<file path="config.mk">
export PLATFORM = sky130hd
export DESIGN_NAME = msg_schedule
export DESIGN_NICKNAME = d
export VERILOG_FILES = /design/src/rtl/sha256_pkg.sv /design/src/rtl/msg_sched_lane.sv /design/src/rtl/msg_schedule.sv
export SDC_FILE = /design/constraint.sdc
export NUM_CORES = 2
export LEC_CHECK = 0
export ABC_CLOCK_PERIOD_IN_PS = 8870
export BUFFER_PORTS_ARGS = -buffer_cell sky130_fd_sc_hd__buf_2
export CORE_MARGIN = 3
export CORE_UTILIZATION = 45
export CTS_CLUSTER_SIZE = 12
export DETAILED_ROUTE_END_ITERATION = 10
export GPL_TIMING_DRIVEN = 0
export PLACE_DENSITY = 0.67
export SLEW_MARGIN = 20
export SYNTH_ARGS = -nofsm -noshare
export SYNTH_HDL_FRONTEND = slang
export SYNTH_HIERARCHICAL = 1
export SYNTH_SLANG_ARGS = --single-unit
</file>
<file path="constraint.sdc">
create_clock -name clk -period 8.87 [get_ports clk]
set_clock_uncertainty 0.05 [all_clocks]
set_input_delay 1.774 -clock clk [delete_from_list [all_inputs] [get_ports clk]]
set_output_delay 1.774 -clock clk [all_outputs]
set_load 0.02 [all_outputs]
</file>
<file path="src/rtl/sha256_pkg.sv">
// sha256_pkg
// Shared definitions for the SHA-256 message-schedule expander:
//   WORD_W / BLOCK_W  - schedule word and padded block widths
//   WIN_DEPTH         - sliding window depth (16 words)
//   IDX_W             - width of the round index t
//   sched_state_e     - control FSM states (IDLE, RUN)
//   sigma0 / sigma1   - SHA-256 small sigma functions used by the expander
package sha256_pkg;

    localparam int WORD_W    = 32;
    localparam int BLOCK_W   = 512;
    localparam int WIN_DEPTH = 16;
    localparam int IDX_W     = 6;

    typedef enum logic {
        IDLE = 1'b0,
        RUN  = 1'b1
    } sched_state_e;

    // sigma0(x) = ROTR7(x) ^ ROTR18(x) ^ SHR3(x)
    function automatic logic [WORD_W-1:0] sigma0(input logic [WORD_W-1:0] x);
        return {x[6:0],  x[31:7]}
             ^ {x[17:0], x[31:18]}
             ^ {3'b000,  x[31:3]};
    endfunction

    // sigma1(x) = ROTR17(x) ^ ROTR19(x) ^ SHR10(x)
    function automatic logic [WORD_W-1:0] sigma1(input logic [WORD_W-1:0] x);
        return {x[16:0],        x[31:17]}
             ^ {x[18:0],        x[31:19]}
             ^ {10'b0000000000, x[31:10]};
    endfunction

endpackage

</file>
<file path="src/rtl/msg_sched_lane.sv">
// msg_sched_lane
// One lane of the message schedule: a 16-word sliding window plus the
// next-word adder. window[0] is always the word currently presented.
//   clk, reset_n : clock, asynchronous active-low reset (clears the window)
//   load         : capture all 16 words of blk (word 0 = most significant)
//   shift        : advance the window one slot and append the next word
//   blk          : 512-bit padded block for this lane
//   word         : window[0], the current schedule word W[t]
module msg_sched_lane
    import sha256_pkg::*;
(
    input  logic               clk,
    input  logic               reset_n,
    input  logic               load,
    input  logic               shift,
    input  logic [BLOCK_W-1:0] blk,
    output logic [WORD_W-1:0]  word
);

    logic [WORD_W-1:0] window_reg [WIN_DEPTH];
    logic [WORD_W-1:0] new_word;

    // With window[0] = W[t], the slots map to W[t+i]; the word appended
    // for W[t+16] therefore uses W[t+14], W[t+9], W[t+1] and W[t].
    // Additions wrap modulo 2^32 by the 32-bit result width.
    assign new_word = sigma1(window_reg[14])
                    + window_reg[9]
                    + sigma0(window_reg[1])
                    + window_reg[0];

    generate
        for (genvar gi = 0; gi < WIN_DEPTH; gi++) begin : g_slot
            if (gi == WIN_DEPTH - 1) begin : g_tail
                always_ff @(posedge clk or negedge reset_n) begin
                    if (!reset_n) begin
                        window_reg[gi] <= '0;
                    end else if (load) begin
                        window_reg[gi] <= blk[BLOCK_W-1-WORD_W*gi -: WORD_W];
                    end else if (shift) begin
                        window_reg[gi] <= new_word;
                    end
                end
            end else begin : g_body
                always_ff @(posedge clk or negedge reset_n) begin
                    if (!reset_n) begin
                        window_reg[gi] <= '0;
                    end else if (load) begin
                        window_reg[gi] <= blk[BLOCK_W-1-WORD_W*gi -: WORD_W];
                    end else if (shift) begin
                        window_reg[gi] <= window_reg[gi+1];
                    end
                end
            end
        end
    endgenerate

    assign word = window_reg[0];

endmodule

</file>
<file path="src/rtl/msg_schedule.sv">
// msg_schedule
// Sequential SHA-256 message-schedule expander with LANES parallel lanes
// sharing one control path. A 512-bit block per lane is accepted in IDLE,
// then W[0]..W[NUM_ROUNDS-1] are streamed one word per lane per beat.
//   clk, reset_n          : clock, asynchronous active-low reset
//   flush                 : synchronous abort back to IDLE (highest priority)
//   blk_valid / blk_ready : block handshake; blk_data lane k at [512k+:512]
//   w_valid / w_ready     : word handshake; w_data lane k at [32k+:32]
//   w_index               : round index t of the presented word
//   w_last                : presented word is W[NUM_ROUNDS-1]
// All outputs come from registers or from state only, so there is no
// combinational path from w_ready or blk_valid to any output.
// Intended parameter ranges: LANES 1..8, NUM_ROUNDS 16..64.
module msg_schedule
    import sha256_pkg::*;
#(
    parameter int LANES      = 1,
    parameter int NUM_ROUNDS = 64
) (
    input  logic                     clk,
    input  logic                     reset_n,
    input  logic                     flush,
    input  logic                     blk_valid,
    output logic                     blk_ready,
    input  logic [LANES*BLOCK_W-1:0] blk_data,
    output logic                     w_valid,
    input  logic                     w_ready,
    output logic [LANES*WORD_W-1:0]  w_data,
    output logic [IDX_W-1:0]         w_index,
    output logic                     w_last
);

    localparam logic [IDX_W-1:0] LAST_T = IDX_W'(NUM_ROUNDS - 1);

    sched_state_e     state_reg, state_next;
    logic [IDX_W-1:0] t_reg, t_next;
    logic             blk_fire;
    logic             w_fire;
    logic             last_round;

    assign last_round = (t_reg == LAST_T);

    // ------------------------------------------------------------------
    // State and round counter
    // ------------------------------------------------------------------
    always_ff @(posedge clk or negedge reset_n) begin
        if (!reset_n) begin
            state_reg <= IDLE;
            t_reg     <= '0;
        end else begin
            state_reg <= state_next;
            t_reg     <= t_next;
        end
    end

    // ------------------------------------------------------------------
    // Next-state logic. flush masks both handshakes, so a block offered
    // in the flush cycle is not captured and the windows do not shift.
    // t returns to 0 whenever the FSM re-enters IDLE, so w_index reads 0
    // between blocks for any NUM_ROUNDS.
    // ------------------------------------------------------------------
    always_comb begin
        state_next = state_reg;
        t_next     = t_reg;
        blk_fire   = 1'b0;
        w_fire     = 1'b0;
        if (flush) begin
            state_next = IDLE;
            t_next     = '0;
        end else begin
            case (state_reg)
                IDLE: begin
                    if (blk_valid) begin
                        blk_fire   = 1'b1;
                        state_next = RUN;
                        t_next     = '0;
                    end
                end
                RUN: begin
                    if (w_ready) begin
                        w_fire = 1'b1;
                        if (last_round) begin
                            state_next = IDLE;
                            t_next     = '0;
                        end else begin
                            t_next = t_reg + 1'b1;
                        end
                    end
                end
                default: begin
                    state_next = IDLE;
                    t_next     = '0;
                end
            endcase
        end
    end

    // ------------------------------------------------------------------
    // Outputs decoded from state / registered counter
    // ------------------------------------------------------------------
    assign blk_ready = (state_reg == IDLE);
    assign w_valid   = (state_reg == RUN);
    assign w_index   = t_reg;
    assign w_last    = (state_reg == RUN) && last_round;

    // ------------------------------------------------------------------
    // Lane datapaths: identical windows driven by the shared handshakes
    // ------------------------------------------------------------------
    generate
        for (genvar gi = 0; gi < LANES; gi++) begin : g_lane
            msg_sched_lane u_lane (
                .clk     (clk),
                .reset_n (reset_n),
                .load    (blk_fire),
                .shift   (w_fire),
                .blk     (blk_data[gi*BLOCK_W +: BLOCK_W]),
                .word    (w_data[gi*WORD_W +: WORD_W])
            );
        end
    endgenerate

endmodule

</file>
Word-level counts from Yosys, hierarchy flattened --
Cells that the tools add are included.
Word-level totals: flip-flop bits (word level) 519, input port bits 517, output and inout port bits 41
Operators by class: add/sub/neg operators 4, eq/ne operators 3, mux-type cells 47, bitwise logic cells 5, reductions and logical operators 3
Operator list (count):
- 2-to-1 mux 32 bit | 32
- adder 32 bit | 3
- XOR 32 bit | 2
- XOR 32 x 22 -> 32 bit | 1
- XOR 32 x 29 -> 32 bit | 1
- 2-to-1 mux 6 bit | 4
- one-hot mux 6 bit (2 select lines) | 1
- 2-to-1 mux 1 bit | 9
- adder 6 x 1 -> 6 bit (second input constant) | 1
- == test 6 bit (second input constant) | 1
- inequality test 3 bit (second input constant) | 2
- one-hot mux 1 bit (2 select lines) | 1
- AND reduction 2 bit | 1
- nonzero test 2 bit | 1
- logical AND 1 bit | 1
- NOT 1 bit | 1

Longest topological paths before layout --
word-level depth 7, gate-level depth with buffers 17

By module --
The synthesis kept the hierarchy.
Modules (own cells, without submodules):
- msg_sched_lane | times used 1, cells an instance 2842, area an instance 27929.3 um2
- msg_schedule | times used 1, cells an instance 45, area an instance 439.2 um2

Worst setup path before layout --
OpenSTA, ideal clock, no wires.
path kind register to register, from reg g_lane[0].u_lane/window_reg[43] (netlist name), to reg g_lane[0].u_lane/window_reg[29] (netlist name), arrival 3.563 ns, required time 8.695 ns, setup slack 5.132 ns, cell stages (with the launch flop) 17, path buffers 1, period minus slack after synthesis 3.738 ns, cells stage by stage dfrtp_1 -> clkbuf_1 -> xor2_1 -> xnor2_1 -> fa_1 -> fa_1 -> inv_1 -> ha_1 -> inv_1 -> fa_1 -> nor2b_1 -> o2111ai_1 -> a21boi_1 -> a221oi_2 -> o21ai_1 -> nand4_1 -> mux2i_1
On the way: word-level cells in the longest chain between the ends 7
Ends and longest elaborated chain:
- start, declared | line msg_sched_lane.sv:20 | logic [WORD_W-1:0] window_reg [WIN_DEPTH];
- start signal, assigned by index | line msg_sched_lane.sv:48 | window_reg[gi] <= blk[BLOCK_W-1-WORD_W*gi -: WORD_W];
- start signal, assigned by index | line msg_sched_lane.sv:50 | window_reg[gi] <= window_reg[gi+1];
- XOR 32 bit | line sha256_pkg.sv:30 | ^ {x[18:0], x[31:19]}
- XOR 32 x 22 -> 32 bit * | line sha256_pkg.sv:31 | ^ {10'b0000000000, x[31:10]};
- adder 32 bit * | line msg_sched_lane.sv:27 | + window_reg[9]
- adder 32 bit * | line msg_sched_lane.sv:28 | + sigma0(window_reg[1])
- adder 32 bit * | line msg_sched_lane.sv:29 | + window_reg[0];
- 2-to-1 mux 32 bit * | line msg_sched_lane.sv:39 | end else if (shift) begin
- 2-to-1 mux 32 bit * | line msg_sched_lane.sv:37 | end else if (load) begin
Mark *: on every way between the ends. The rest lies on a longest branch, timed or not. The select of a mux whose other input is x is not followed. A chain may end at the register's enable or synchronous reset.

Final worst setup path --
from in blk_valid, to reg g_lane[0].u_lane/window_reg[410] (netlist name)
On the way: word-level cells in the longest chain between the ends 4, elaborated cells between the ends (all ways) 5, those cells by class 4 x mux; 1 x reduce/logical
Ends and longest elaborated chain:
- start, declared | line msg_schedule.sv:23 | input logic blk_valid,
- 2-to-1 mux 1 bit * | line msg_schedule.sv:73 | if (blk_valid) begin
- 2-to-1 mux 1 bit * | line msg_schedule.sv:71 | case (state_reg)
- 2-to-1 mux 1 bit * | line msg_schedule.sv:67 | if (flush) begin
- named net blk_fire | line msg_schedule.sv:37 | logic blk_fire;
- 2-to-1 mux 32 bit or nonzero test 2 bit (tied branches)
The timed path passes the listed nets; every way through them passes the cells marked *.

==> impl_metrics.ini <==
[die]
num_rows = 91
top_level_ports = 558
die_h_microns = 257
start_util = 0.457
dieArea_sq_um = 66100
fp.coreArea_sq_um = 62100
die_w_microns = 257

[drt]
drtAntennaViolNets = 0
post-route-drc-count = 0
viasPerCell = 5.51
wire_per_inst_microns = 24.8
wirelength_microns = 109000
dr.first_iter.drc_count = 2203
drtPass1Iterations = 6
vias = 24200

[sta]
max_freq_mhz = 194
tightestPinTransition_ns = 1.05
fin_crit_sh = 0.580
max_slew_margin = 0.301
setup_viol = 0
rsz0062_at_grt = false
fin_crit_ns = 5.14
finalHoldViolCount = 0
tns_ns = 0
holdWs_ns = 0.515
drv_slew = 0

[setup_path]
crit_fanout = 10
crit_arrival_ns = 5.63
crit_family = buffers and inverters
slowest_stage = clkbuf_1
cpPeakStageDelay_ns = 0.80
worst-path-buf-inv = 6
critical_path.startpoint_type = primary input
cp-end-kind = flop
cp_cell_sequence = buf_2, nor2b_2, nor2b_1, clkbuf_1, buf_2, clkbuf_1, clkbuf_1, clkbuf_1, nand2_1, o21ai_0
worstSetupPathType = primary input to flop
crit_required_ns = 9.35
critPathMostFrequentCell = clkbuf_1

[clock_tree]
cts_tree = yes
cts_buffers = 57
clock_path_buffers = 3
post_cts.repair.setup_buffers = 0
postCtsHoldBufs = 0
root_buffer = clkbuf_16
cts.clk_slew.worst_paths_ns = 0.06
post_cts_resized = 0
cts.htree.levels = 2
clk_latency_ns = 0.62
cts.sink_count = 519

[worst_hold_path]
min_path_type = flop to flop

[power_and_ir_drop]
power_leakage_nw = 14.6
power_w = 0.0142
power_density_nw_per_um2 = 415
ir_drop_v = 0.000383

[placement]
io_buffers = 557
place_inst = 4286
place.gp.congestion = 0.969
hpwlAfterDp_microns = 86600

[global_routing]
grt_pass1_wl_microns = 158000
first_global_vias = 24300
grt_max_degree = 97
grt_use_total = 0.323
antenna_found_initial = 8
grt-ovfl-total = 0

[cells_and_area]
regArea_sq_um = 13000
drive_gt1_frac = 0.201
multi_input_area_sq_um = 13800
area_growth_pct = 20.8
num-fill-cells = 5656
stdcell_count = 4397
fin_util = 0.552
nets = 4119
largest_register_ff_count = 480

[synth]
synth_ff_type = dfrtp_1
syn_nets = 3498
ys_ff_latch = 519
yosysUniqueCellTypes = 60
synth_common_cells = dfrtp_1, o21ai_0, nand2_1, mux2i_1, clkbuf_1
synth-seq-area-share = 0.458
synth_area_leaders = dfrtp_1, mux2i_1, o21ai_0
post-synth-top-count-cell = dfrtp_1
async_flop_share = 1.00
syn_area_per_cell_sq_um = 9.83
yosysTopAreaCellShare = 0.458
synth.cell_area_sq_um = 28400
synth_edf_count = 0
yosysTopAreaCell = dfrtp_1
ys_warn_count = 6
synth_cells = 2887

[run_status]
status = finished, final reports clean

[run]
cap_violations = 0
-- cell usage in the layout, fill, tap and decap left out, drive strengths merged, types with 3 or more instances in the layout --
master	n
a211oi	7
and4	3
diode	8
clkinv	10
a21o	13
nand2b	7
o211ai	6
dfrtp	519
a221oi	4
mux2i	493
xor2	49
or2	4
nor3	7
and3	3
nand4	7
inv	134
a31oi	5
and2	7
a21oi	49
nand3b	4
xnor2	92
nand4b	3
nand2	517
fa	62
ha	32
o21a	6
nor3b	14
o21ai	523
o31ai	6
buf	631
nand3	12
nor2	30
nor2b	10
clkbuf	264
-- cell type report --
class / instances / share of cell area
inverter: 131 / 0.0143
tap: 837 / 0.0306
clock buffer: 87 / 0.0502
antenna: 8 / 0.000584
clock inverter: 16 / 0.00526
timing repair buffer: 562 / 0.0857
buffer: 246 / 0.0308
sequential: 519 / 0.379
multi-input combinational: 1991 / 0.404
-- metal layers --
| layer | wire length (microns) | global-route usage |
|---|---|---|
| met3 | 7260 | 0.0386 |
| met4 | 4210 | 0.112 |
| met5 | 11 | 0 |
| met2 | 50700 | 0.519 |
| met1 | 46700 | 0.455 |
-- stage by stage --
step | worst slack [ns] | instance area [sq um]
CTS | 3.85 | 34300
global placement | -4.84 | 32200
finish | 3.73 | 34300
detailed placement | 3.18 | 32400
floorplan | 5.13 | 28400
global route | 3.59 | 34300
-- worst paths after layout --
| kind | startpoint | endpoint | slack [ns] | cells past startpoint |
|---|---|---|---|---|
| max | blk_valid | g_lane[0].u_lane/window_reg[410] | 3.73 | 10 |
| min | g_lane[0].u_lane/window_reg[283] | g_lane[0].u_lane/window_reg[315] | 0.52 | 2 |
| max reg2reg | g_lane[0].u_lane/window_reg[43] | g_lane[0].u_lane/window_reg[29] | 4.16 | 16 |
| min reg2reg | g_lane[0].u_lane/window_reg[283] | g_lane[0].u_lane/window_reg[315] | 0.52 | 2 |
| max in group asynchronous | reset_n | g_lane[0].u_lane/window_reg[134] | 5.98 | 4 |
| min in group asynchronous | reset_n | g_lane[0].u_lane/window_reg[351] | 1.04 | 1 |
-- where the power goes --
part | internal [W] | total [W] | leakage [nW] | switching (W)
registers | 0.00300 | 0.00365 | 6.44 | 0.000650
logic | 0.00319 | 0.00817 | 7.25 | 0.00498
clock network | 0.00139 | 0.00240 | 0.940 | 0.00101
total | 0.00758 | 0.0142 | 14.6 | 0.00664
-- worst min-delay path: cells and delay by family (launching register included) --
family / cells / cell delay, ns
muxes: 1 / 0.06
AOI/OAI and AO/OA: 1 / 0.13
DFF: 1 / 0.34
-- cells by family (layout without fill, tap and decap cells) --
| logic type | Yosys count | count (layout) | share of synthesized area |
|---|---|---|---|
| adders and majority gates | 94 | 94 | 0.0579 |
| buffers and inverters | 377 | 1042 | 0.0545 |
| DFF | 519 | 519 | 0.458 |
| xor gates and xnor gates | 141 | 141 | 0.0435 |
| muxes | 494 | 494 | 0.174 |
| and+or+nand+nor | 630 | 630 | 0.0915 |
| other | 0 | 8 | 0 |
| AOI/OAI and AO/OA | 632 | 632 | 0.120 |
No activity file was read; power rests on OpenSTA's default activity.
